===== src/rtl/pipe_ctrl_pkg.sv =====
// Shared types and encodings for the pipeline hazard/interrupt controller.
package pipe_ctrl_pkg;

  typedef enum logic [2:0] {
    S_RUN       = 3'd0,
    S_LD_STALL  = 3'd1,
    S_INT_DRAIN = 3'd2,
    S_INT_SAVE  = 3'd3,
    S_INT_VEC   = 3'd4
  } state_e;

  localparam logic [1:0] PC_SEQ = 2'b00;
  localparam logic [1:0] PC_BR  = 2'b01;
  localparam logic [1:0] PC_VEC = 2'b10;

  localparam int DRAIN_CYCLES_DEF = 3;

endpackage


===== src/rtl/pipeline_ctrl_hazard_detect.sv =====
// Combinational load-use hazard compare between the ID and EX stages.
module hazard_detect (
  input  logic [1:0] id_ra_i,
  input  logic [1:0] id_rb_i,
  input  logic       id_uses_ra_i,
  input  logic       id_uses_rb_i,
  input  logic [1:0] ex_rd_i,
  input  logic       ex_memread_i,
  input  logic       ex_regwrite_i,
  output logic       lu_o
);

  assign lu_o = ex_memread_i & ex_regwrite_i &
                ((id_uses_ra_i & (id_ra_i == ex_rd_i)) |
                 (id_uses_rb_i & (id_rb_i == ex_rd_i)));

endmodule


===== src/rtl/pipeline_ctrl.sv =====
// Pipeline control FSM: load-use stall, branch flush and interrupt entry
// (drain, save return PC, vector).
module pipeline_ctrl
  import pipe_ctrl_pkg::*;
#(
  parameter int DRAIN_CYCLES = DRAIN_CYCLES_DEF
) (
  input  logic       clk,
  input  logic       rst,
  input  logic [1:0] id_ra,
  input  logic [1:0] id_rb,
  input  logic       id_uses_ra,
  input  logic       id_uses_rb,
  input  logic [1:0] ex_rd,
  input  logic       ex_memread,
  input  logic       ex_regwrite,
  input  logic       branch_taken,
  input  logic       int_req,
  output logic       pc_write,
  output logic       ifid_write,
  output logic [1:0] pc_sel,
  output logic       ifid_flush,
  output logic       idex_flush,
  output logic       int_save,
  output logic       int_ack,
  output logic       busy
);

  state_e     state_q, state_d;
  logic [1:0] cnt_q, cnt_d;
  logic       lu;

  hazard_detect u_hazard (
    .id_ra_i      (id_ra),
    .id_rb_i      (id_rb),
    .id_uses_ra_i (id_uses_ra),
    .id_uses_rb_i (id_uses_rb),
    .ex_rd_i      (ex_rd),
    .ex_memread_i (ex_memread),
    .ex_regwrite_i(ex_regwrite),
    .lu_o         (lu)
  );

  // NOTE: sequential state uses non-blocking (<=) so all registers update
  // together at the edge; combinational logic below uses blocking (=).
  always_ff @(posedge clk or posedge rst) begin
    if (rst) begin
      state_q <= S_RUN;
      cnt_q   <= 2'd0;
    end else begin
      state_q <= state_d;
      cnt_q   <= cnt_d;
    end
  end

  always_comb begin
    // NOTE: every output gets a default first so no path infers a latch.
    state_d    = state_q;
    cnt_d      = cnt_q;
    pc_write   = 1'b0;
    ifid_write = 1'b0;
    pc_sel     = PC_SEQ;
    ifid_flush = 1'b0;
    idex_flush = 1'b0;
    int_save   = 1'b0;
    int_ack    = 1'b0;
    busy       = 1'b0;

    // Reset forces all outputs low asynchronously, not just at the next edge.
    if (!rst) begin
      busy = (state_q != S_RUN);
      unique case (state_q)
        S_RUN: begin
          pc_write   = 1'b1;
          ifid_write = 1'b1;
          if (branch_taken) begin
            pc_sel     = PC_BR;
            ifid_flush = 1'b1;
            idex_flush = 1'b1;
          end else if (lu) begin
            pc_write   = 1'b0;
            ifid_write = 1'b0;
            idex_flush = 1'b1;
            state_d    = S_LD_STALL;
          end else if (int_req) begin
            cnt_d   = 2'(DRAIN_CYCLES - 1);
            state_d = S_INT_DRAIN;
          end
        end
        S_LD_STALL: begin
          pc_write   = 1'b1;
          ifid_write = 1'b1;
          state_d    = S_RUN;
        end
        S_INT_DRAIN: begin
          ifid_flush = 1'b1;
          idex_flush = 1'b1;
          if (cnt_q != 2'd0) cnt_d = cnt_q - 2'd1;
          else               state_d = S_INT_SAVE;
        end
        S_INT_SAVE: begin
          int_save   = 1'b1;
          ifid_flush = 1'b1;
          idex_flush = 1'b1;
          state_d    = S_INT_VEC;
        end
        S_INT_VEC: begin
          pc_write   = 1'b1;
          ifid_write = 1'b1;
          pc_sel     = PC_VEC;
          ifid_flush = 1'b1;
          idex_flush = 1'b1;
          int_ack    = 1'b1;
          state_d    = S_RUN;
        end
        default: state_d = S_RUN;
      endcase
    end
  end

endmodule


===== config.mk =====
export PLATFORM = sky130hd
export DESIGN_NAME = pipeline_ctrl
export DESIGN_NICKNAME = d
export VERILOG_FILES = /design/src/rtl/pipe_ctrl_pkg.sv /design/src/rtl/pipeline_ctrl_hazard_detect.sv /design/src/rtl/pipeline_ctrl.sv
export SDC_FILE = /design/constraint.sdc
export NUM_CORES = 1
export LEC_CHECK = 0
export BUFFER_PORTS_ARGS = -buffer_cell sky130_fd_sc_hd__buf_2
export CAP_MARGIN = 20
export CORE_AREA = 2 2 39 41
export DETAILED_ROUTE_END_ITERATION = 8
export DIE_AREA = 0 0 41 43
export PLACE_DENSITY = 0.7
export SLEW_MARGIN = 10
export SYNTH_ARGS = -nofsm -noshare
export SYNTH_HDL_FRONTEND = slang
export SYNTH_SLANG_ARGS = --single-unit

===== constraint.sdc =====
create_clock -name clk -period 2.2 [get_ports clk]
set_input_delay 0.22 -clock clk [delete_from_list [all_inputs] [get_ports clk]]
set_output_delay 0.22 -clock clk [all_outputs]
set_load 0.005 [all_outputs]

# ---- Yosys cells after proc, flatten, opt, wreduce, memory -nomap -nowiden
# Index checks and enable logic that the tools add are counted.
# W data, S select, Z words.
dict set report totals {
  reg_bits 5
  input_bits 14
  word_cells 58
}
dict set report classes {
  addsub 1
  n_eq_ne 12
  muxes 29
  n_bitwise 6
  reduce_logical 8
}
# op count
set op_table {}
lappend op_table {{$mux W1} 14}
lappend op_table {{$mux W3} 4}
lappend op_table {{$mux W2} 5}
lappend op_table {{$ne A2 B2 Y1 const B} 5}
lappend op_table {{$pmux W3 S3} 1}
lappend op_table {{$pmux W2 S2} 2}
lappend op_table {{$eq A3 B2 Y1 const B} 2}
lappend op_table {{$pmux W1 S2} 3}
lappend op_table {{$reduce_and A6 Y1} 1}
lappend op_table {{$and A1 B1 Y1} 4}
lappend op_table {{$eq A2 B2 Y1} 2}
lappend op_table {{$reduce_and A4 Y1} 1}
lappend op_table {{$reduce_bool A2 Y1} 2}
lappend op_table {{$eq A3 B1 Y1 const B} 1}
lappend op_table {{$eq A3 B3 Y1 const B} 1}
lappend op_table {{$logic_not A3 Y1} 1}
lappend op_table {{$ne A3 B3 Y1 const B} 1}
lappend op_table {{$reduce_bool A3 Y1} 1}
lappend op_table {{$reduce_or A3 Y1} 1}
lappend op_table {{$reduce_or A2 Y1} 1}
lappend op_table {{$sub A2 B1 Y2 const B} 1}
lappend op_table {{$not A1 Y1} 1}
lappend op_table {{$or A1 B1 Y1} 1}

# ---- Logic depth before layout (Yosys ltp)
# Gate-level depths: netlist of run 1.
dict set report depth {
  ltp_word 8
  mapped_depth 6
  ltp_nobuf 5
}

# ---- Cells and area by module
# A second synthesis of run 1 with hierarchy kept.
dict set report hier_totals {
  cells_unflattened 55
  area_unflattened_um2 452.9
}
# mod n_inst cells_per_inst area_each_um2 seq_area_each_um2
set by_module_without_submodules {}
lappend by_module_without_submodules {pipeline_ctrl 1 48 399.1 125.1}
lappend by_module_without_submodules {hazard_detect 1 7 53.8 0.0}

# ---- Worst setup path after synthesis of run 1
# No wires, ideal clock.
dict set report synth_path {
  kind {input to output}
  from {in ex_rd[1]}
  to {out pc_write}
  arrival_time_ns 1.314
  required_time_ns 1.980
  path_slack_ns 0.666
  path_stages 5
  path_buffers 1
  path_cell_list {or2_2 -> a211oi_2 -> nor2_1 -> o41a_1 -> buf_4}
}
dict set report synth_between {
  elab_chain_cells 8
  word_cells_on_any_way 10
  classes_between {2 x eq/ne; 4 x mux; 4 x bitwise}
}
# element line
set synth_rtl {}
lappend synth_rtl {{start, declared} pipeline_ctrl.sv:14} ;# input logic [1:0] ex_rd,
lappend synth_rtl {{$eq A2 B2 Y1, on equally long branches} {pipeline_ctrl_hazard_detect.sv:14, pipeline_ctrl_hazard_detect.sv:15}}
lappend synth_rtl {{$and A1 B1 Y1, on equally long branches} {pipeline_ctrl_hazard_detect.sv:14, pipeline_ctrl_hazard_detect.sv:15}}
lappend synth_rtl {{$or A1 B1 Y1 *} pipeline_ctrl_hazard_detect.sv:14} ;# ((id_uses_ra_i & (id_ra_i == ex_rd_i)) |
lappend synth_rtl {{$and A1 B1 Y1 *} pipeline_ctrl_hazard_detect.sv:13} ;# assign lu_o = ex_memread_i & ex_regwrite_i &
lappend synth_rtl {{$mux W1 * (2 in series)} n/a}
lappend synth_rtl {{$pmux W1 S2 *} n/a}
lappend synth_rtl {{$mux W1 *} n/a}
lappend synth_rtl {{end, declared} pipeline_ctrl.sv:19} ;# output logic pc_write,
# Mark *: on every way between the ends. The rest lies on a longest branch, timed or not.

# ---- Worst setup path after layout of run 1
dict set report layout_path {
  from {in rst}
  to {out idex_flush}
}
dict set report layout_between {
  elab_chain_cells 1
}
# element line
set layout_rtl {}
lappend layout_rtl {{start, declared} pipeline_ctrl.sv:9} ;# input logic rst,
lappend layout_rtl {{$mux W1} pipeline_ctrl.sv:70} ;# if (!rst) begin
lappend layout_rtl {{end, declared} pipeline_ctrl.sv:23} ;# output logic idex_flush,
# No other way between the ends.

==> results of run 1 <==
## critical path: cells and delay by family
| family | cells | cell delay, ps |
|---|---|---|
| compound gates | 1 | 260 |
| simple gates | 1 | 390 |
| buf+inv | 3 | 870 |
## worst min path at each step
stage	depth (start not counted)	from	end
2_1_floorplan	1	rst	cnt_q[0]
3_3_place_gp	2	rst	state_q[2]
3_5_place_dp	2	rst	state_q[2]
4_1_cts	2	branch_taken	state_q[0]
5_1_grt	2	branch_taken	state_q[0]
6_report	2	branch_taken	state_q[0]
## per-stage QoR
step	worst slack [ps]	instances	power, µW	instance area, µm²	hold slack (ps)
2_1_floorplan	666	60	215	514	10.0
3_3_place_gp	533	91	239	591	237
3_5_place_dp	480	91	244	591	253
4_1_cts	229	96	358	627	239
5_1_grt	179	96	378	627	246
6_report	232	96	353	627	244
## per-layer routing
| metal | vias up | track usage (%) | share of wire [%] |
|---|---|---|---|
| li1 | 259 | - | - |
| met1 | 247 | 18.0 | 41 |
| met2 | 18 | 25.9 | 54 |
| met3 | 2 | 1.57 | 3.7 |
| met4 | 0 | 10.0 | 1.2 |
| met5 | - | 0 | 0 |
## cell usage in the layout, fill, tap and decap left out, types with 2 or more instances in the layout
cell type and instances:
clkbuf_4 3, nor2_1 4, inv_1 4, nor4_1 2
nand2_1 5, dfrtp_1 5, nand3_1 2, nor3_1 5
a211oi_2 2, buf_2 22, xor2_1 2
## where the power goes
group	internal (µW)	total [µW]	leakage [µW]	switching (µW)
registers	106	123	0.0000647	16.8
clock network	68.8	110	0.0000150	41.3
logic	62.3	120	0.000224	57.7
total	237	353	0.000304	116
## cell usage after synthesis
cell	instances
o41a_1	1
o21ai_1	1
a21oi_1	1
nor3b_2	1
nor3_1	5
a211oi_2	2
o41ai_2	1
nand2_1	5
nor4b_2	1
dfrtp_1	5
o311ai_1	1
clkbuf_1	1
nor2b_1	1
nor4_1	2
a21o_1	1
buf_4	3
and2_1	1
mux2_2	1
a211oi_1	1
a32oi_1	1
or3_4	1
inv_1	4
o21a_1	1
nor2_1	4
nand3_1	2
or2_1	1
buf_6	2
xor2_1	2
ha_1	1
or2_2	1
o311a_1	1
o32ai_1	1
buf_2	1
o21ai_0	1
nor3b_1	1
## state kept, by name (all words and copies together), names as in the netlist
| signal | flops |
|---|---|
| cnt_q | 2 |
| state_q | 3 |
## final cells by class
| class | instances | area, µm² |
|---|---|---|
| fill | 140 | 757 |
| multi-input combinational | 44 | 320 |
| sequential | 5 | 125 |
| timing repair buffer | 23 | 120 |
| clock buffer | 4 | 26.3 |
| tap | 16 | 20.0 |
| inverter | 4 | 15.0 |
## repair_timing
item                                   in CTS  in global routing
gates resized for setup                     0                  0
endpoints found under the hold margin       5                  0
hold buffers                                1                  0
## kinds of logic after synthesis
logic type / after synthesis / synth area share (%)
AOI/OAI and AO/OA: 14 / 24.6
xor gates and xnor gates: 2 / 3.41
adders and majority gates: 1 / 2.43
buffers and inverters: 11 / 13.4
DFF: 5 / 24.3
muxes: 1 / 2.19
and+or+nand+nor: 26 / 29.7
==> summary.txt, run 1 <==
Clock tree
  – Postcts setup bufs: 0
  – Root buf cell: clkbuf_4
  – Max clock buf depth: 2
  – H-tree depth: 1
  – Worst-path clk slew: 50 ps
  – CTS tree: done
  – Total CTS buffers: 3
  – Worst skew pair latency: 250 ps
  – CTS sink count: 5

Detailed routing
  – Via count: 526
  – Detailed Routing Iterations Pass 1: 4
  – DRT iter0 DRCs: 10
  – Antenna viol nets, final: 0
  – Final WL: 1170 µm
  – Drt drc: 0
  – Average wire per standard cell: 12.2 µm
  – Vias per inst: 5.48

Worst setup path
  – Critical path origin: rst
  – FF-to-FF path depth: 4
  – WS Path Type: in -> out
  – FF-to-FF Start: state_q[0]
  – Worst r2r dst: cnt_q[1]
  – Worst setup endpoint: idex_flush
  – Critical path peak fanout: 12
  – CP Capture Type: output pin
  – CP arrival: 1750 ps
  – Most common cell on crit path: buf_2
  – Startpoint Class: input port
  – Slowest Stage Delay on Critical Path: 530 ps
  – Worst-path cell chain: dlygate4sd3_1 -> buf_2 -> or3_4 -> o32ai_1 -> buf_2
  – Register-to-register setup slack: 730 ps
  – CP required: 1980 ps
  – Critical-path top delay cell: dlygate4sd3_1

Timing
  – # setup viols final: 0
  – Slew HR: 67.3%
  – Min cycle time layout: 1970 ps
  – Worst-Margin Slew: 491 ps
  – Final-report hold violation count: 0
  – RSZ-0062 raised after global routing: no
  – Final TNS setup: 0 ps
  – Clk_skew: 4.73 ps
  – Max Slew Vio Count: 0
  – Max Freq: 0.508 GHz
  – Tcrit/Tclk final: 89.5%

Synth
  – Yosys reg bits: 5
  – Post-Synthesis Cell Area: 514 µm²
  – Sequential share of the synthesized area: 24.3%
  – Synth area leaders: dfrtp_1 (24%), a211oi_2 (4.9%), nor3_1 (4.9%)
  – Yosys warns: 0
  – Synth Area per Inst: 8.57 µm²
  – Yosys top cell by area: dfrtp_1
  – Synthesized instance count: 60
  – Synth top area share: 24.3%
  – Net Count, Synth: 75
  – Distinct cells, synth: 35

Floorplanning
  – Die width: 41 µm
  – Row cnt: 14
  – Starting Density: 37.2%
  – DIE HEIGHT: 43 µm
  – DIE AREA: 1760 µm²
  – Io pins: 23
  – CORE AREA: 1380 µm²

Placement
  – Detail Placement HPWL: 891 µm
  – IO Port Bufs: 22
  – Gpl congestion: 0.724

Layout
  – Nets: 96
  – Antenna fix cells: 0
  – Layout cell share with drive strength beyond 1: 41.3%
  – Post-layout util: 45.3%
  – Area Overhead vs Synth: 21.9%

Hold path
  – Worst hold path type: in -> reg

Global routing
  – Largest net degree at the start of global routing: 18
  – Gr ovfl total: 0
  – Antenna violations before repair: 0
  – Vias in the first global route: 468
  – First-pass GRT wire length: 1920 µm
  – Gr usage total: 15.7%

Power
  – VDD IR max: 319 µV
  – Power Density: 563 nW/µm²
  – Leak pwr: 0.000304 µW

Run
  – Max Cap Viol: 0

Status
  – Outcome: finished, final reports clean
Power figures use the tool's default switching activity.
==> inputs of run 2 (changes only) <==
==> constraint.sdc (replaced) <==
create_clock -name clk -period 2.2 [get_ports clk]
set_input_delay 0.44 -clock clk [delete_from_list [all_inputs] [get_ports clk]]
set_output_delay 0.44 -clock clk [all_outputs]
set_load 0.005 [all_outputs]
==> run 2 against run 1 <==
Net effect: register-to-register slack about the same; flip-flop and latch count unchanged; via count down 1.9%; cell count up 1.0%; combinational power about the same; wire length up 4.2%; sequential power about the same; count of clock-buffer cells in the layout unchanged; utilization up 0.36 points; largest cell class unchanged.
==> summary.txt, run 2 (same netlist as run 1, synthesis figures left out) <==
Detailed routing
  – Via count: 516 (was 526)
  – Final WL: 1220 µm (was 1170 µm)
  – DRT iter0 DRCs: 2 (was 10)
  – Drt drc: 0 (unchanged)
  – Detailed Routing Iterations Pass 1: 2 (was 4)
  – Antenna viol nets, final: 0 (unchanged)
  – Average wire per standard cell: 12.5 µm (was 12.2 µm)
  – Vias per inst: 5.32 (was 5.48)

Global routing
  – First-pass GRT wire length: 2080 µm (was 1920 µm)
  – Antenna violations before repair: 0 (unchanged)
  – Largest net degree at the start of global routing: 18 (unchanged)
  – Vias in the first global route: 493 (was 468)
  – Gr usage total: 17.3% (was 15.7%)
  – Gr ovfl total: 0 (unchanged)

Power
  – Power Density: 557 nW/µm² (was 563 nW/µm²)
  – Clock power frac: 30.8% (was 31.2%)
  – Leak pwr: 0.000310 µW (was 0.000304 µW)
  – Logic pwr share: 34.5% (was 34.0%)
  – Pint: 238 µW (was 237 µW)
  – Switch Pwr: 114 µW (was 116 µW)
  – Sequential share of power: 34.8% (about the same)
  – Sw Share: 32.5% (was 32.8%)
  – VDD IR max: 364 µV (was 319 µV)

Timing
  – Final-report hold violation count: 0 (unchanged)
  – Final TNS setup: 0 ps (unchanged)
  – Clk_skew: 2.50 ps (was 4.73 ps)
  – Min cycle time layout: 2140 ps (was 1970 ps)
  – Tcrit/Tclk final: 97.2% (was 89.5%)
  – # setup viols final: 0 (unchanged)
  – Worst-Margin Slew: 509 ps (was 491 ps)
  – RSZ-0062 raised after global routing: no (unchanged)
  – Slew HR: 66.0% (was 67.3%)
  – Max Slew Vio Count: 0 (unchanged)
  – Max Freq: 0.467 GHz (was 0.508 GHz)

Clock tree
  – Total CTS buffers: 3 (unchanged)
  – H-tree depth: 1 (unchanged)
  – CTS tree: done (unchanged)
  – Resize count post-CTS: 0 (unchanged)
  – Max clock buf depth: 2 (unchanged)
  – CTS sink count: 5 (unchanged)
  – Worst-path clk slew: 50 ps (about the same)
  – Postcts setup bufs: 0 (unchanged)
  – Hold buffer count at CTS: 0 (was 1)
  – Worst skew pair latency: 240 ps (was 250 ps)
  – Root buf cell: clkbuf_4 (unchanged)

Floorplanning
  – Die width: 41 µm (unchanged)
  – DIE AREA: 1760 µm² (unchanged)
  – DIE HEIGHT: 43 µm (unchanged)
  – CORE AREA: 1380 µm² (unchanged)
  – Starting Density: 37.2% (unchanged)
  – Io pins: 23 (unchanged)
  – Row cnt: 14 (unchanged)

Layout
  – Finished Layout Cells: 97 (was 96)
  – Nets: 97 (was 96)
  – Largest regs: state_q: 3 flops, cnt_q: 2 flops (unchanged)
  – Layout cell share with drive strength beyond 1: 43.2% (was 41.3%)
  – Most common cell after layout, fill and taps aside: buf_2 (unchanged)
  – Antenna fix cells: 0 (unchanged)
  – Number of flip-flops in the largest register: 3 (unchanged)
  – Area Overhead vs Synth: 22.9% (was 21.9%)
  – Commonest cells after routing, fill and taps aside: buf_2 (22), nand2_1 (5), nor3_1 (5), dfrtp_1 (5) (unchanged)
  – Register name with the most flops: state_q (unchanged)

Worst setup path
  – CP required: 1760 ps (was 1980 ps)
  – CP delay by family, top: compound AO/OA/AOI/OAI gates (was buffers and inverters)
  – Worst-path cell chain: buf_2 -> or2_2 -> a211oi_2 -> nor2_1 -> o41a_1 -> buf_2 (was dlygate4sd3_1 -> buf_2 -> or3_4 -> o32ai_1 -> buf_2)
  – Most common cell on crit path: buf_2 (unchanged)
  – Critical-path top delay cell: o41a_1 (was dlygate4sd3_1)
  – CP Capture Type: output pin (unchanged)
  – WS Path Type: in -> out (unchanged)
  – Startpoint Class: input port (unchanged)
  – Critical path peak fanout: 4 (was 12)
  – CP arrival: 1700 ps (was 1750 ps)
  – Register-to-register setup slack: 730 ps (about the same)
  – Slowest Stage Delay on Critical Path: 340 ps (was 530 ps)
  – CP bufs+invs: 2 (was 3)

Placement
  – Placed cells: 93 (was 91)
  – Gpl congestion: 0.706 (was 0.724)
  – IO Port Bufs: 22 (unchanged)
  – Detail Placement HPWL: 955 µm (was 891 µm)

Hold path
  – Worst hold path type: in -> async (was in -> reg)

Status
  – Outcome: finished, final reports clean (unchanged)

Run
  – Max Cap Viol: 0 (unchanged)
## run 2: cell count changes in the layout (fill, tap and decap cells not counted), sizes merged
cell / change
dlygate4sd3: -1
buf: +2
## run 2: final cells by class
type | count | area (µm²)
fill | 142 | 752
multi-input combinational | 44 | 320
sequential | 5 | 125
timing repair buffer | 24 | 125
clock buffer | 4 | 26.3
tap | 16 | 20.0
inverter | 4 | 15.0
## run 2: power by group through the flow
stage | clock network, µW | logic, µW | registers [µW]
after floorplan | 0 | 99.9 | 115
after global placement | 0 | 118 | 123
after detailed placement | 0 | 123 | 124
after CTS | 110 | 123 | 123
after global routing | 117 | 137 | 126
final | 108 | 121 | 122
## run 2: worst register-to-register path, stage by stage, from the launching register on
cell	delay (ps)
dfrtp_1	480
or3_4	480
nor3b_2	170
o21ai_1	80
o311a_1	150
## run 2: routing by layer
metal,routed length [µm],vias up,GRT usage [%],share of wire [%]
met5,0,-,0,0
met4,0,0,10.0,0
met3,26,0,3.66,2.1
met2,681,6,25.6,56
met1,507,249,21.9,42
li1,-,261,-,-
## run 2: path summary, 6_finish.rpt
path                                    from          to  cells past startpoint
worst max-delay path                ex_rd[1]  ifid_write                      6
worst min-delay path                     rst  state_q[0]                      3
worst max register to register    state_q[0]    cnt_q[1]                      4
worst min register to register      cnt_q[0]    cnt_q[0]                      2
max in group asynchronous                rst    cnt_q[1]                      3
min in group clk                branch_taken  state_q[0]                      2
## run 2: stage by stage
step                      hold WS, ps  utilization (%)  power, µW  worst slack, ps  area [µm²]
final                             292             45.7        352             60.5         632
after CTS                         294             45.7        357             54.8         632
after floorplan                   230                -        215              226         514
after global routing              311             45.7        380             8.37         632
after global placement            503             43.8        241             89.4         606
after detailed placement          527             43.8        247             58.7         606
